File: config.mk
export PLATFORM = sky130hd
export DESIGN_NAME = execute_stage_flat
export DESIGN_NICKNAME = d
export VERILOG_FILES = /design/src/rtl/y86_pkg.sv /design/src/rtl/execute_stage_if.sv /design/src/rtl/add_64.sv /design/src/rtl/alu_64.sv /design/src/rtl/and_64.sv /design/src/rtl/sub_64.sv /design/src/rtl/xor_64.sv /design/src/rtl/execute_stage.sv /design/src/flat_wrapper.sv
export SDC_FILE = /design/constraint.sdc
export NUM_CORES = 1
export LEC_CHECK = 0
export CORE_AREA = 3 3 171 173
export CTS_CLUSTER_SIZE = 40
export DETAILED_ROUTE_END_ITERATION = 8
export DIE_AREA = 0 0 174 176
export DONT_BUFFER_PORTS = 1
export PLACE_DENSITY = 0.85
export SLEW_MARGIN = 20
export SYNTH_ARGS = -nofsm -noshare
export SYNTH_HDL_FRONTEND = slang
export SYNTH_SLANG_ARGS = --single-unit
File: constraint.sdc
create_clock -name clk -period 6.7 [get_ports clk]
set_input_delay 1.34 -clock clk [delete_from_list [all_inputs] [get_ports clk]]
set_output_delay 1.34 -clock clk [all_outputs]
set_load 0.02 [all_outputs]
File: src/rtl/y86_pkg.sv
// y86_pkg: shared Y86-64 instruction, ALU, condition and status encodings.
package y86_pkg;
    typedef enum logic [3:0] {
        I_HALT, I_NOP, I_RRMOVQ, I_IRMOVQ, I_RMMOVQ, I_MRMOVQ,
        I_OPQ, I_JXX, I_CALL, I_RET, I_PUSHQ, I_POPQ
    } icode_e;
    typedef enum logic [3:0] {A_ADD, A_SUB, A_AND, A_XOR, A_MUL} alufun_e;
    typedef enum logic [3:0] {C_YES, C_LE, C_L, C_E, C_NE, C_GE, C_G} cond_e;
    typedef enum logic [3:0] {S_AOK = 4'd1, S_HLT, S_ADR, S_INS} stat_e;
    localparam logic [3:0] RNONE = 4'hF;
endpackage

File: src/rtl/execute_stage_if.sv
// execute_stage_if: E-register inputs, forwarding outputs and M-register outputs of the Execute stage.
interface execute_stage_if #(parameter int W = 64);
    logic [3:0]   E_stat, E_icode, E_ifun, E_dstE, E_dstM;
    logic [W-1:0] E_valA, E_valB, E_valC;
    logic         m_exc, W_exc, M_bubble;
    logic [W-1:0] e_valE;
    logic [3:0]   e_dstE;
    logic         e_cnd;
    logic [3:0]   M_stat, M_icode, M_dstE, M_dstM;
    logic         M_cnd;
    logic [W-1:0] M_valE, M_valA;
    modport master (
        output E_stat, E_icode, E_ifun, E_dstE, E_dstM, E_valA, E_valB, E_valC,
        output m_exc, W_exc, M_bubble,
        input  e_valE, e_dstE, e_cnd,
        input  M_stat, M_icode, M_dstE, M_dstM, M_cnd, M_valE, M_valA
    );
    modport slave (
        input  E_stat, E_icode, E_ifun, E_dstE, E_dstM, E_valA, E_valB, E_valC,
        input  m_exc, W_exc, M_bubble,
        output e_valE, e_dstE, e_cnd,
        output M_stat, M_icode, M_dstE, M_dstM, M_cnd, M_valE, M_valA
    );
endinterface

File: src/rtl/add_64.sv
// add_64: wrap-around adder computing b + a.
module add_64 #(parameter int W = 64) (
    input  logic [W-1:0] a,
    input  logic [W-1:0] b,
    output logic [W-1:0] y
);
    assign y = b + a;
endmodule

File: src/rtl/alu_64.sv
// alu_64: combinational Y86 ALU with ZF/SF/OF; optional MUL when ALU_MUL_EN is defined.
module alu_64 import y86_pkg::*; #(parameter int W = 64) (
    input  logic [W-1:0] a,
    input  logic [W-1:0] b,
    input  logic [3:0]   fun,
    output logic [W-1:0] val_e,
    output logic         zf,
    output logic         sf,
    output logic         of
);
    logic [W-1:0] and_y, xor_y, add_y, sub_y, mul_y;
    logic         mul_of;
    and_64 #(.W(W)) u_and (.a(a), .b(b), .y(and_y));
    xor_64 #(.W(W)) u_xor (.a(a), .b(b), .y(xor_y));
    add_64 #(.W(W)) u_add (.a(a), .b(b), .y(add_y));
    sub_64 #(.W(W)) u_sub (.a(a), .b(b), .y(sub_y));
`ifdef ALU_MUL_EN
    logic [2*W-1:0] prod;
    // Sign-extended operands make the low 2W bits equal the signed product.
    assign prod   = {{W{b[W-1]}}, b} * {{W{a[W-1]}}, a};
    assign mul_y  = prod[W-1:0];
    assign mul_of = !((&prod[2*W-1:W-1]) || !(|prod[2*W-1:W-1]));
`else
    assign mul_y  = '0;
    assign mul_of = 1'b0;
`endif
    always_comb begin
        val_e = fun == A_ADD ? add_y :
                fun == A_SUB ? sub_y :
                fun == A_AND ? and_y :
                fun == A_XOR ? xor_y :
                fun == A_MUL ? mul_y : '0;
        zf = val_e == '0;
        sf = val_e[W-1];
        of = fun == A_ADD ? (a[W-1] == b[W-1]) && (add_y[W-1] != b[W-1]) :
             fun == A_SUB ? (a[W-1] != b[W-1]) && (sub_y[W-1] != b[W-1]) :
             fun == A_MUL ? mul_of : 1'b0;
    end
endmodule

File: src/rtl/and_64.sv
// and_64: bitwise AND unit of the ALU.
module and_64 #(parameter int W = 64) (
    input  logic [W-1:0] a,
    input  logic [W-1:0] b,
    output logic [W-1:0] y
);
    assign y = b & a;
endmodule

File: src/rtl/sub_64.sv
// sub_64: wrap-around subtractor computing b - a.
module sub_64 #(parameter int W = 64) (
    input  logic [W-1:0] a,
    input  logic [W-1:0] b,
    output logic [W-1:0] y
);
    assign y = b - a;
endmodule

File: src/rtl/xor_64.sv
// xor_64: bitwise XOR unit of the ALU.
module xor_64 #(parameter int W = 64) (
    input  logic [W-1:0] a,
    input  logic [W-1:0] b,
    output logic [W-1:0] y
);
    assign y = b ^ a;
endmodule

File: src/rtl/execute_stage.sv
// execute_stage: Y86-64 Execute stage with CC register and E/M pipeline register (ALU_MUL_EN enables MUL).
module execute_stage import y86_pkg::*; #(
    parameter int W          = 64,
    parameter int STACK_STEP = 8
) (
    input  logic           clk,
    input  logic           rst,
    execute_stage_if.slave bus
);
    logic [W-1:0] alu_a, alu_b, alu_val;
    logic [3:0]   alu_fun, e_dst;
    logic         alu_zf, alu_sf, alu_of, set_cc, cnd, lt;
    logic         zf_q, sf_q, of_q, zf_d, sf_d, of_d;
    logic [3:0]   m_stat_q, m_icode_q, m_dste_q, m_dstm_q, m_stat_d, m_icode_d, m_dste_d, m_dstm_d;
    logic         m_cnd_q, m_cnd_d;
    logic [W-1:0] m_vale_q, m_vala_q, m_vale_d, m_vala_d;
    alu_64 #(.W(W)) u_alu (
        .a(alu_a), .b(alu_b), .fun(alu_fun),
        .val_e(alu_val), .zf(alu_zf), .sf(alu_sf), .of(alu_of)
    );
    always_comb begin
        alu_a = bus.E_icode inside {I_RRMOVQ, I_OPQ} ? bus.E_valA :
                bus.E_icode inside {I_IRMOVQ, I_RMMOVQ, I_MRMOVQ} ? bus.E_valC :
                bus.E_icode inside {I_CALL, I_PUSHQ} ? -W'(STACK_STEP) :
                bus.E_icode inside {I_RET, I_POPQ} ? W'(STACK_STEP) : '0;
        alu_b = bus.E_icode inside {I_RMMOVQ, I_MRMOVQ, I_OPQ, I_CALL, I_PUSHQ, I_RET, I_POPQ}
                ? bus.E_valB : '0;
        alu_fun = bus.E_icode == I_OPQ ? bus.E_ifun : A_ADD;
        set_cc = bus.E_icode == I_OPQ && !bus.m_exc && !bus.W_exc && bus.E_stat == S_AOK;
        {zf_d, sf_d, of_d} = set_cc ? {alu_zf, alu_sf, alu_of} : {zf_q, sf_q, of_q};
        // Condition always reflects the CC value before this instruction's update.
        lt = sf_q ^ of_q;
        cnd = bus.E_ifun == C_YES ? 1'b1 :
              bus.E_ifun == C_LE  ? lt | zf_q :
              bus.E_ifun == C_L   ? lt :
              bus.E_ifun == C_E   ? zf_q :
              bus.E_ifun == C_NE  ? !zf_q :
              bus.E_ifun == C_GE  ? !lt :
              bus.E_ifun == C_G   ? !lt && !zf_q : 1'b0;
        e_dst = bus.E_icode == I_RRMOVQ && !cnd ? RNONE : bus.E_dstE;
        m_stat_d  = bus.M_bubble ? S_AOK : bus.E_stat;
        m_icode_d = bus.M_bubble ? I_NOP : bus.E_icode;
        m_cnd_d   = bus.M_bubble ? 1'b0  : cnd;
        m_vale_d  = bus.M_bubble ? '0    : alu_val;
        m_vala_d  = bus.M_bubble ? '0    : bus.E_valA;
        m_dste_d  = bus.M_bubble ? RNONE : e_dst;
        m_dstm_d  = bus.M_bubble ? RNONE : bus.E_dstM;
    end
    always_ff @(posedge clk) begin
        if (rst) begin
            {zf_q, sf_q, of_q} <= 3'b100;
            m_stat_q  <= S_AOK;
            m_icode_q <= I_NOP;
            m_cnd_q   <= 1'b0;
            m_vale_q  <= '0;
            m_vala_q  <= '0;
            m_dste_q  <= RNONE;
            m_dstm_q  <= RNONE;
        end else begin
            {zf_q, sf_q, of_q} <= {zf_d, sf_d, of_d};
            m_stat_q  <= m_stat_d;
            m_icode_q <= m_icode_d;
            m_cnd_q   <= m_cnd_d;
            m_vale_q  <= m_vale_d;
            m_vala_q  <= m_vala_d;
            m_dste_q  <= m_dste_d;
            m_dstm_q  <= m_dstm_d;
        end
    end
    assign bus.e_valE  = alu_val;
    assign bus.e_dstE  = e_dst;
    assign bus.e_cnd   = cnd;
    assign bus.M_stat  = m_stat_q;
    assign bus.M_icode = m_icode_q;
    assign bus.M_cnd   = m_cnd_q;
    assign bus.M_valE  = m_vale_q;
    assign bus.M_valA  = m_vala_q;
    assign bus.M_dstE  = m_dste_q;
    assign bus.M_dstM  = m_dstm_q;
endmodule

File: src/flat_wrapper.sv
// flat-port wrapper written by rule: the top's interface ports become plain ports
module execute_stage_flat import y86_pkg::*;
#(
    parameter int W          = 64,
    parameter int STACK_STEP = 8
)
  (clk, rst, bus_E_stat, bus_E_icode, bus_E_ifun, bus_E_dstE, bus_E_dstM, bus_E_valA, bus_E_valB, bus_E_valC, bus_m_exc, bus_W_exc, bus_M_bubble, bus_e_valE, bus_e_dstE, bus_e_cnd, bus_M_stat, bus_M_icode, bus_M_dstE, bus_M_dstM, bus_M_cnd, bus_M_valE, bus_M_valA);
  execute_stage_if #(.W(W)) bus_i ();
  input  logic clk;
  input  logic rst;
  input wire logic [$bits(bus_i.E_stat)-1:0] bus_E_stat;
  input wire logic [$bits(bus_i.E_icode)-1:0] bus_E_icode;
  input wire logic [$bits(bus_i.E_ifun)-1:0] bus_E_ifun;
  input wire logic [$bits(bus_i.E_dstE)-1:0] bus_E_dstE;
  input wire logic [$bits(bus_i.E_dstM)-1:0] bus_E_dstM;
  input wire logic [$bits(bus_i.E_valA)-1:0] bus_E_valA;
  input wire logic [$bits(bus_i.E_valB)-1:0] bus_E_valB;
  input wire logic [$bits(bus_i.E_valC)-1:0] bus_E_valC;
  input wire logic [$bits(bus_i.m_exc)-1:0] bus_m_exc;
  input wire logic [$bits(bus_i.W_exc)-1:0] bus_W_exc;
  input wire logic [$bits(bus_i.M_bubble)-1:0] bus_M_bubble;
  output wire logic [$bits(bus_i.e_valE)-1:0] bus_e_valE;
  output wire logic [$bits(bus_i.e_dstE)-1:0] bus_e_dstE;
  output wire logic [$bits(bus_i.e_cnd)-1:0] bus_e_cnd;
  output wire logic [$bits(bus_i.M_stat)-1:0] bus_M_stat;
  output wire logic [$bits(bus_i.M_icode)-1:0] bus_M_icode;
  output wire logic [$bits(bus_i.M_dstE)-1:0] bus_M_dstE;
  output wire logic [$bits(bus_i.M_dstM)-1:0] bus_M_dstM;
  output wire logic [$bits(bus_i.M_cnd)-1:0] bus_M_cnd;
  output wire logic [$bits(bus_i.M_valE)-1:0] bus_M_valE;
  output wire logic [$bits(bus_i.M_valA)-1:0] bus_M_valA;
  assign bus_i.E_stat = bus_E_stat;
  assign bus_i.E_icode = bus_E_icode;
  assign bus_i.E_ifun = bus_E_ifun;
  assign bus_i.E_dstE = bus_E_dstE;
  assign bus_i.E_dstM = bus_E_dstM;
  assign bus_i.E_valA = bus_E_valA;
  assign bus_i.E_valB = bus_E_valB;
  assign bus_i.E_valC = bus_E_valC;
  assign bus_i.m_exc = bus_m_exc;
  assign bus_i.W_exc = bus_W_exc;
  assign bus_i.M_bubble = bus_M_bubble;
  assign bus_e_valE = bus_i.e_valE;
  assign bus_e_dstE = bus_i.e_dstE;
  assign bus_e_cnd = bus_i.e_cnd;
  assign bus_M_stat = bus_i.M_stat;
  assign bus_M_icode = bus_i.M_icode;
  assign bus_M_dstE = bus_i.M_dstE;
  assign bus_M_dstM = bus_i.M_dstM;
  assign bus_M_cnd = bus_i.M_cnd;
  assign bus_M_valE = bus_i.M_valE;
  assign bus_M_valA = bus_i.M_valA;
  execute_stage #(.W(W), .STACK_STEP(STACK_STEP)) u_core (.clk(clk), .rst(rst), .bus(bus_i));
endmodule
==> impl_metrics.py, run 1 <==
metrics = {
    "global_route": {
        "track_usage": 0.828,
        "grt_max_degree": 57,
        "grt_overflow_total": 316,
    },
    "cts": {
        "cts_root_buffer": "clkbuf_16",
        "clk_path_buf_depth": 2,
        "htree_num_levels": 4,
        "cts_buffers": 17,
        "postCtsHoldBufs": 0,
        "cts.sinks": 148,
    },
    "logic_synthesis": {
        "synth_top_cell_area_share": 0.177,
        "synth_area_mm2": 0.0167,
        "yosysWarnings": 0,
        "synth_edf_count": 0,
        "ys_async_sr_fraction": 0,
        "yosysSeqAreaShare": 0.177,
        "ys_types": 101,
        "syn-instance-count": 2422,
        "synth_top_area_cell": "dfxtp_1",
        "synth_ff_type": "dfxtp_1",
        "ys_ff_latch": 148,
        "synth.avg_cell_area_um2": 6.91,
        "synthTopCellsByArea": "dfxtp_1 (18%), ha_1 (9.5%), a21oi_1 (6.4%)",
        "synth_nets": 2768,
    },
    "floorplan": {
        "die_y_um": 176,
        "io_pins": 431,
        "rows": 61,
        "die_w_um": 174,
        "start_util": 0.602,
    },
    "placement": {
        "dpl.hpwl_um": 62900,
        "dp_cells": 3212,
        "gp_congestion": 1.25,
        "io_buffers": 0,
    },
    "status": {
        "status": "aborted with a tool error",
        "lastStage": "global routing",
        "tool.error": "[ERROR GRT-0232] Routing congestion too high. Check the congestion heatmap in the GUI.",
    },
}
==> synth_stat cells (all sizes together), types with 8 or more instances <==
library cell  instances
dfxtp               148
ha                  127
o221ai               11
o31a                  8
nand3                56
nand2b               25
o21ai               167
o22ai                10
or2                  14
o21bai               29
o211ai               30
a221oi               17
xor2                 10
and3                 15
o21a                 14
or4                  10
a21o                 29
or3                  28
mux2i                23
nor2                230
a221o                16
a22oi                16
and2                115
a31oi                27
a211oi               24
clkbuf              121
nor2b               114
a211o                10
o31ai                58
xnor2                50
inv                 178
nand2               203
nor4                 58
nor3                 49
nand4                27
a21oi               215
buf                  18
==> kinds of logic after synthesis <==
| logic type | after synthesis | synth area share |
|---|---|---|
| xor gates and xnor gates | 60 | 0.0314 |
| DFF | 148 | 0.177 |
| adders and majority gates | 129 | 0.0974 |
| AOI/OAI and AO/OA | 755 | 0.296 |
| muxes | 30 | 0.0185 |
| buffers and inverters | 318 | 0.0731 |
| and+or+nand+nor | 982 | 0.307 |
==> routing by layer <==
| metal | overflow | global-route usage |
|---|---|---|
| met5 | 2 | 0.563 |
| met4 | 95 | 0.817 |
| met3 | 19 | 0.749 |
| met2 | 167 | 0.939 |
| met1 | 33 | 0.814 |
==> through the flow <==
stage | worst slack [ns] | TNS (ns) | hold WS, ns | cell area [µm²]
after global placement | -0.275 | -2.37 | 0.451 | 21000
after floorplan | 0.00694 | 0 | 0.450 | 16700
after detailed placement | -0.436 | -6.95 | 0.471 | 21000
after CTS | 0.0135 | 0 | 0.481 | 22100
==> what timing repair did <==
item                                    CTS
hold endpoints to repair                  0
endpoints found under the setup margin   33
gates cloned                              1
buffers inserted                          8
pin swaps                                20
gates resized for setup                 104
==> inputs of run 2 (changes only) <==
Settings changed: CORE_AREA 3 3 171 173 to 3 3 209 211, CTS_CLUSTER_SIZE 40 to unset, DIE_AREA 0 0 174 176 to 0 0 212 214, PLACE_DENSITY 0.85 to unset, PLACE_DENSITY_LB_ADDON set to 0.15.
Clock period 6.7 ns to 8.7 ns, I/O delays scaled along.
==> run 2 against run 1 <==
The run now ends clean. Synthesized cell count is the same. Synthesized area is the same.
==> impl_metrics.py, run 2 <==
metrics = {
    "sta": {
        "worst_pin_slew_ns": 1.16,
        "drv_slew": 0,
        "slew_headroom": 0.220,
        "rsz0062_at_grt": "false",
        "finalClockSkew_ns": 0.00559,
        "max_freq_ghz": 0.116,
        "finalCritPeriodShare": 0.988,
        "setup-violations-final": 0,
        "hold_viol_final": 0,
        "min_period_ns": 8.59,
    },
    "logic_synthesis": {
        "synth_most_common_cell": "nor2_1",
        "synth_top_area_cell": "dfxtp_1",
        "yosysWarnings": 0,
        "synth_common_cells": "nor2_1 (230), a21oi_1 (215), nand2_1 (202), inv_1 (175), o21ai_0 (157)",
        "syn-instance-count": 2422,
        "ys_async_sr_fraction": 0,
        "ys_types": 101,
        "synth_ff_type": "dfxtp_1",
        "synth.avg_cell_area_um2": 6.91,
        "yosysSeqAreaShare": 0.177,
        "ys_ff_latch": 148,
        "synth_area_mm2": 0.0167,
        "synthTopCellsByArea": "dfxtp_1 (18%), ha_1 (9.5%), a21oi_1 (6.4%)",
        "synth_nets": 2768,
        "synth_top_cell_area_share": 0.177,
        "synth_edf_count": 0,
    },
    "detailed_routing": {
        "num_vias": 19600,
        "detail_route.wl_per_cell_um": 28.5,
        "drt-initial-drc-count": 2384,
        "drc_errors": 0,
        "ant_nets": 0,
        "routed_wl_um": 86300,
        "dr.pass1.iters": 6,
        "vias_per_cell": 6.48,
    },
    "cts": {
        "cts.sinks": 148,
        "htree_num_levels": 4,
        "cts_root_buffer": "clkbuf_16",
        "clk_path_buf_depth": 2,
        "cts_buffers": 17,
        "clk_pin_slew_ns": 0.08,
        "clock_latency_ns": 0.51,
        "postCtsHoldBufs": 0,
        "cts_tree": "built",
    },
    "placement": {
        "io_buffers": 0,
        "gp_congestion": 1.03,
        "dpl.hpwl_um": 68800,
        "placed_cell_area_mm2": 0.0182,
    },
    "global_route": {
        "grt_max_degree": 59,
        "grt_pass1_vias": 18900,
        "grt_pass1_wl_um": 124000,
        "antenna_found_initial": 5,
        "grt_overflow_total": 0,
        "track_usage": 0.363,
    },
    "setup_path": {
        "cp.depth": 18,
        "worstSetupPathType": "primary input to output pin",
        "r2r_start": "u_core.sf_q",
        "cp_max_fo": 14,
        "critical_path_required_ns": 6.96,
        "startpoint": "bus_E_icode[2]",
        "crit_arrival_ns": 6.85,
        "timing.reg2reg.setup_slack_ns": 6.49,
        "critPathLaunchType": "primary input",
        "path_buf_inv": 5,
        "critical_path.slowest_cell": "o21ai_0",
        "worstPathCellList": "inv_1 > mux2_2 > nor2_4 > a21oi_2 > o21ai_0 > inv_1 > ha_1 > nor2b_1 > a221o_1 > o21ai_1 > o211ai_1 > a31oi_1 > buf_4 > a21oi_1 > or3_1 > a22oi_1 > buf_4 > inv_1",
        "critPathMaxStageDelay_ns": 0.45,
        "worstSetupEndpointType": "output pin",
        "endpoint": "bus_e_valE[50]",
        "reg2regPathDepth": 7,
        "cp_common_cell": "inv_1",
        "reg2reg_to": "u_core.bus.M_dstE[3]",
        "cp_top_family": "compound AO/OA/AOI/OAI gates",
    },
    "power_and_ir_drop": {
        "power_density_mw_per_mm2": 173,
        "total_leakage_power_nw": 7.87,
        "ir_drop_v": 0.000129,
    },
    "status": {
        "status": "completed",
    },
    "layout": {
        "syn_to_final_growth_pct": 13.4,
        "nets": 2815,
        "multi_input_area_mm2": 0.0127,
        "register_area_mm2": 0.00296,
        "layout_common_cells": "nor2_1 (224), a21oi_1 (212), nand2_1 (201), inv_1 (175), buf_4 (162)",
        "fill_cells": 4470,
        "final_common_cell": "nor2_1",
        "final_util": 0.452,
        "drive_above_1_share": 0.110,
        "design_area_mm2": 0.0190,
    },
    "worst_hold_path": {
        "hold_start": "u_core.of_q",
        "hold_path_class": "flip-flop to flip-flop",
    },
    "job": {
        "cap_violations": 0,
    },
    "floorplan": {
        "die_y_um": 214,
        "die_w_um": 212,
        "die_area_mm2": 0.0454,
        "io_pins": 431,
        "start_util": 0.399,
        "core_mm2": 0.0419,
        "rows": 75,
    },
}
## run 2: cell counts after synthesis
No cell type changed its count.
## run 2: stage by stage
| step | hold slack, ns | setup TNS [ns] | total power [mW] | instances | setup WS [ns] |
|---|---|---|---|---|---|
| floorplan | 0.450 | 0 | 1.82 | 2422 | 1.21 |
| global placement | 0.450 | 0 | 2.39 | 2987 | 0.0765 |
| global route | 0.519 | 0 | 3.42 | 3021 | 0.0115 |
| finish | 0.481 | 0 | 3.27 | 3023 | 0.106 |
| CTS | 0.484 | 0 | 3.23 | 3019 | 0.0525 |
| detailed placement | 0.472 | -0.0916 | 2.39 | 2987 | -0.0916 |
## run 2: power breakdown
group          internal [mW]  total, mW  leakage (nW)  switching [mW]
registers              0.717      0.783          1.21          0.0657
clock network          0.463      0.830         0.308           0.367
logic                  0.555       1.66          6.35            1.11
## run 2: how the worst min path moves through the flow
stage,endpoint,slack (ns),cells after the start
detailed placement,u_core.of_q,0.47,2
global route,u_core.of_q,0.52,2
finish,u_core.of_q,0.48,2
global placement,u_core.of_q,0.45,2
floorplan,u_core.of_q,0.45,2
CTS,u_core.of_q,0.48,2
## run 2: layer usage
layer / up-vias / global-route usage / share of wire
li1: 8825 / - / -
met1: 9418 / 0.474 / 0.41
met2: 1131 / 0.574 / 0.45
met3: 221 / 0.0832 / 0.096
met4: 6 / 0.150 / 0.048
met5: - / 0 / 0.00051
## run 2: cell families (layout without fill, tap and decap cells)
family | count (synthesis) | after routing | synth area share
buffers and inverters | 318 | 377 | 0.0731
adders and majority gates | 129 | 129 | 0.0974
AOI/OAI and AO/OA | 755 | 756 | 0.296
and+or+nand+nor | 982 | 982 | 0.307
muxes | 30 | 30 | 0.0185
xor gates and xnor gates | 60 | 60 | 0.0314
DFF | 148 | 148 | 0.177
other | 0 | 2 | 0
## run 2: layout make-up
cell class | instances | share of cell area
diodes | 2 | 0.000264
clock buffers | 17 | 0.0224
clock inverters | 15 | 0.0110
inverters | 179 | 0.0354
multi-input cells | 1957 | 0.670
flip-flops and latches | 148 | 0.156
well taps | 539 | 0.0356
repair buffers | 166 | 0.0688
## run 2: worst min-delay path: cells and delay by family (launching register included)
kind            cells  cell delay [ns]
simple gates        1             0.06
flops               1             0.33
compound gates      1             0.06
## run 2: what timing repair did
item | in CTS | in global routing
resized for setup | 2 | 14
setup endpoints to repair | 1 | 11
pin swaps | 0 | 0
cloned | 0 | 1
setup buffers | 0 | 0
Note: power is estimated with default switching activity, not from simulation.
==> inputs of run 3 (changes only) <==
Settings changed: MAX_ROUTING_LAYER set to met4, REMOVE_ABC_BUFFERS set to 1.
==> run 3 against run 2 <==
Non-clock buffer count increased by 70. Flip-flop and latch count unchanged. Critical endpoint is now bus_e_valE[61]. Final cell count rose by 2.4%. Worst hold slack got worse by 0.014 ns. Largest power group unchanged. Critical path type unchanged. Clock power decreased by 4.6%. Critical path depth grew 1. Sequential share of layout area shrank 0.35 points. Core utilization rose by 1.0 points. Sequential power about the same. Register-to-register slack worse by 0.06 ns.
==> impl_metrics.py, run 3 (synthesized netlist as in run 2, its figures left out) <==
metrics = {
    "layout": {
        "syn_to_final_growth_pct": 16.0,
        "layout_common_cells": "buf_4 (232), nor2_1 (225), a21oi_1 (213), nand2_1 (201), inv_1 (175)",
        "instances_no_fill": 3096,
        "final_util": 0.462,
        "nets": 2885,
        "drive_above_1_share": 0.131,
        "design_area_mm2": 0.0194,
        "final_common_cell": "buf_4",
    },
    "detailed_routing": {
        "num_vias": 19800,
        "dr_wl_met2_um": 39300,
        "ant_nets": 0,
        "met3_length_um": 8020,
        "wl_met1_um": 37500,
        "routed_wl_um": 88300,
        "dr.pass1.iters": 8,
        "drt-initial-drc-count": 2034,
        "top_layer": "met4",
        "detail_route.wl_per_cell_um": 28.5,
        "drc_errors": 0,
        "vias_per_cell": 6.40,
    },
    "global_route": {
        "grt_overflow_total": 0,
        "grt_pass1_wl_um": 127000,
        "grt_pass1_vias": 18900,
        "grt_max_degree": 99,
        "track_usage": 0.383,
        "antenna_found_initial": 4,
    },
    "setup_path": {
        "crit_arrival_ns": 6.82,
        "worstSetupPathType": "primary input to output pin",
        "worstSetupEndpointType": "output pin",
        "cp_common_cell": "buf_4",
        "worstPathCellList": "inv_1 > mux2_2 > nor2_4 > a21oi_4 > buf_12 > o21ai_0 > ha_1 > inv_1 > or3_1 > or2_1 > a211oi_1 > a211o_1 > a41oi_1 > buf_4 > o41ai_1 > buf_4 > mux2_1 > o211ai_1 > buf_4",
        "critical_path_required_ns": 6.96,
        "critPathMaxStageDelay_ns": 0.54,
        "cp_max_fo": 32,
        "critical_path.slowest_cell": "a21oi_4",
        "critPathLaunchType": "primary input",
        "cp_top_family": "compound AO/OA/AOI/OAI gates",
        "path_buf_inv": 6,
    },
    "sta": {
        "slew_headroom": 0.267,
        "timing.hold.ws_ns": 0.466,
        "hold_viol_final": 0,
        "min_period_ns": 8.56,
        "rsz0062_at_grt": "false",
        "max_freq_ghz": 0.117,
        "worst_pin_slew_ns": 1.09,
        "fin_tns_setup_ns": 0,
        "drv_slew": 0,
        "worst_slack_ns": 0.143,
        "finalClockSkew_ns": 0.00411,
        "setup-violations-final": 0,
        "finalCritPeriodShare": 0.984,
    },
    "cts": {
        "clk_path_buf_depth": 2,
        "clk_pin_slew_ns": 0.06,
        "clock_latency_ns": 0.49,
        "cts_tree": "built",
        "cts.sinks": 148,
        "htree_num_levels": 4,
        "cts_buffers": 17,
        "cts_root_buffer": "clkbuf_16",
    },
    "placement": {
        "dpl.hpwl_um": 71100,
        "io_buffers": 0,
        "post-place-ws_ns": 0.0889,
        "dp_cells": 3058,
        "placed_cell_area_mm2": 0.0188,
        "gp_congestion": 1.04,
    },
    "floorplan": {
        "die_area_mm2": 0.0454,
        "start_util": 0.399,
        "die_w_um": 212,
        "die_y_um": 214,
        "rows": 75,
        "io_pins": 431,
        "core_mm2": 0.0419,
    },
    "power_and_ir_drop": {
        "seq_power_share": 0.239,
        "total_leakage_power_nw": 8.18,
        "power.total_mw": 3.28,
        "p_comb_frac": 0.520,
        "ir_drop_v": 0.000118,
        "internal-power_mw": 1.75,
        "pwr-share-clk": 0.241,
        "netSwitchingPower_mw": 1.54,
        "netSwitchingFraction": 0.468,
        "power_density_mw_per_mm2": 169,
    },
    "job": {
        "cap_violations": 0,
    },
    "status": {
        "status": "completed",
    },
    "worst_hold_path": {
        "hold_path_class": "flip-flop to flip-flop",
    },
}
run 3: changes by cell type in the layout (fill, tap and decap cells not counted), sizes merged:
cell      change
buf          +70
diode         +3
bufinv        -1
clkbuf        +1
clkinv        -1
clkinvlp      +1
run 3: final cells by class:
type	count	area, µm²
diodes	5	12.5
clock buffers	18	439
clock inverters	14	164
fillers	4428	22600
inverters	179	672
multi-input cells	1957	12600
flip-flops and latches	148	2960
well taps	539	674
repair buffers	236	1820
run 3: power by group through the flow:
stage	Clock (mW)	Combinational [mW]	Sequential, mW
finish	0.792	1.71	0.784
global route	0.841	1.82	0.787
CTS	0.811	1.66	0.784
detailed placement	0	1.66	0.799
global placement	0	1.66	0.800
floorplan	0	1.00	0.792
run 3: timing repair:
item                                    CTS  global route
resized for setup                         0             4
endpoints found under the hold margin     0             0
endpoints found under the setup margin    0             7
buffers inserted                          0             0
hold buffers                              0             0
run 3: final timing paths:
| check | slack, ns | end | depth (start not counted) | from |
|---|---|---|---|---|
| worst max-delay path | 0.14 | bus_e_valE[61] | 19 | bus_E_icode[2] |
| worst min register to register | 0.47 | u_core.of_q | 2 | u_core.of_q |
| worst min-delay path | 0.47 | u_core.of_q | 2 | u_core.of_q |
| worst max register to register | 6.43 | u_core.bus.M_dstE[1] | 7 | u_core.sf_q |
run 3: worst reg2reg max path: cells and delay by family, from the launching register on:
family           cells  cell delay (ns)
flip-flops           1             0.32
AO/OA/AOI/OAI        3             0.47
XOR/XNOR             1             0.26
AND/OR/NAND/NOR      3             1.11
run 3: per-layer routing:
| metal | GRT usage | up-vias |
|---|---|---|
| met3 | 0.0778 | 172 |
| met1 | 0.500 | 9564 |
| li1 | - | 8950 |
| met2 | 0.581 | 1143 |
| met4 | 0.148 | 0 |
| met5 | - | - |
==> edit, RTL diff (settings of run 3) <==
Reset style: asynchronous (`rst`), changed in one clocked block.
--- a/src/rtl/execute_stage.sv
+++ b/src/rtl/execute_stage.sv
@@ -48,3 +48,3 @@
     end
-    always_ff @(posedge clk) begin
+    always_ff @(posedge clk or posedge rst) begin
         if (rst) begin
Formal check against the unedited RTL: differs if rst is asserted again (counterexample within 4 cycles, from zero or initial values and one cycle with rst high); with rst held inactive, the same outputs for 4 cycles.
==> edit against run 3 <==
- design area is 3.5% higher
- power is 0.18% higher
- global-route usage is 1.6 points higher
- non-clock buffer count is 110 lower
- area after synthesis is 9.4% higher
- cell count is 0.39% higher
- sequential power is 8.5% higher
- sequential cell count stayed put
- wire length is 3.9% higher
- worst setup slack better by 0.071 ns
- largest cell class unchanged
==> edit: results (changes against run 3) <==
| Metric | Value |
|---|---|
| Outcome | finished clean (unchanged) |
| Dpl ws | 0.2975 ns (was 0.08893 ns) |
| Clock Skew | 0.005648 ns (was 0.004115 ns) |
| Multi-input comb cells | 2,093 (was 1,957) |
| M1 GR Usage | 51.19% (was 50.04%) |
| Met3 Usage GRT | 10.60% (was 7.777%) |
| Ys async rst share | 100.0% (was 0%) |
| Number of antenna cells inserted | 3 (was 5) |
| Total power | 3.290 mW (was 3.284 mW) |
| Final instance area | 20,080 sq um (was 19,390 sq um) |
| Power share of the sequential group | 25.9% (was 23.9%) |
| Sw Ratio | 47.06% (was 46.83%) |
| Global placement routability congestion | 1.073 (was 1.044) |
| First drt pass iteration count | 6 (was 8) |
| Most common library cells after synthesis | nand2_1 (279), a21oi_1 (223), nor2_1 (193) (was nor2_1 (230), a21oi_1 (215), nand2_1 (202)) |
| DP Area | 19,400 sq um (was 18,750 sq um) |
| DP HPWL | 72.39 mm (was 71.15 mm) |
| Vias in the first global route | 20,020 (was 18,920) |
| Hold Path End | u_core.zf_q$_DFFE_PP1P_ (was u_core.of_q$_SDFFE_PP0P_) |
| Comb pwr share | 48.8% (was 52.0%) |
| Worst Hold Launch | u_core.zf_q$_DFFE_PP1P_ (was u_core.of_q$_SDFFE_PP0P_) |
| Bufs w/o clock | 126 (was 236) |
| NonClk Buf Share | 4.961% (was 9.394%) |
| Clock Network Area Fraction | 3.179% (was 3.110%) |
| Met3 wire len | 10.34 mm (was 8.023 mm) |
| Inverters | 167 (was 179) |
| Total Routing Usage GR | 39.94% (was 38.33%) |
| Largest net degree at the start of global routing | 146 (was 99) |
| Slowest cell on crit path | nor4_1 (was a21oi_4) |
| Post-synth cell types | 94 (was 101) |
| Met2 wire len | 40.80 mm (was 39.34 mm) |
| M2 GR Usage | 60.21% (was 58.06%) |
| Final #Nets | 2,898 (was 2,885) |
| Worst Path Arrival | 6.75 ns (was 6.82 ns) |
| Initial DRC count | 2,399 (was 2,034) |
| Sequential share of the synthesized area | 20.32% (was 17.72%) |
| Worst hold slack | 0.5189 ns (was 0.4664 ns) |
## edit: timing repair
item                       in CTS  in global routing
setup endpoints to repair       0                  3
gates resized for setup         0                  6
setup buffers                   0                  0
## edit: cells by family (layout without fill, tap and decap cells)
| group | count (synthesis) | count (layout) | synth area share (%) |
|---|---|---|---|
| XOR/XNOR | 31 | 31 | 1.484 |
| multiplexers | 28 | 28 | 1.600 |
| buffers and inverters | 326 | 325 | 7.003 |
| AND/OR/NAND/NOR | 1076 | 1076 | 30.64 |
| AO/OA/AOI/OAI | 830 | 830 | 30.20 |
| other | 0 | 3 | 0 |
| adder cells (fa/ha/maj) | 128 | 128 | 8.754 |
| flip-flops | 148 | 148 | 20.32 |
## edit: worst max-delay path, delay by kind of cell
kind	cells	cell delay (ns)
buf+inv	1	0.25
fa+ha+maj	1	0.58
simple gates	9	2.57
compound gates	6	1.56
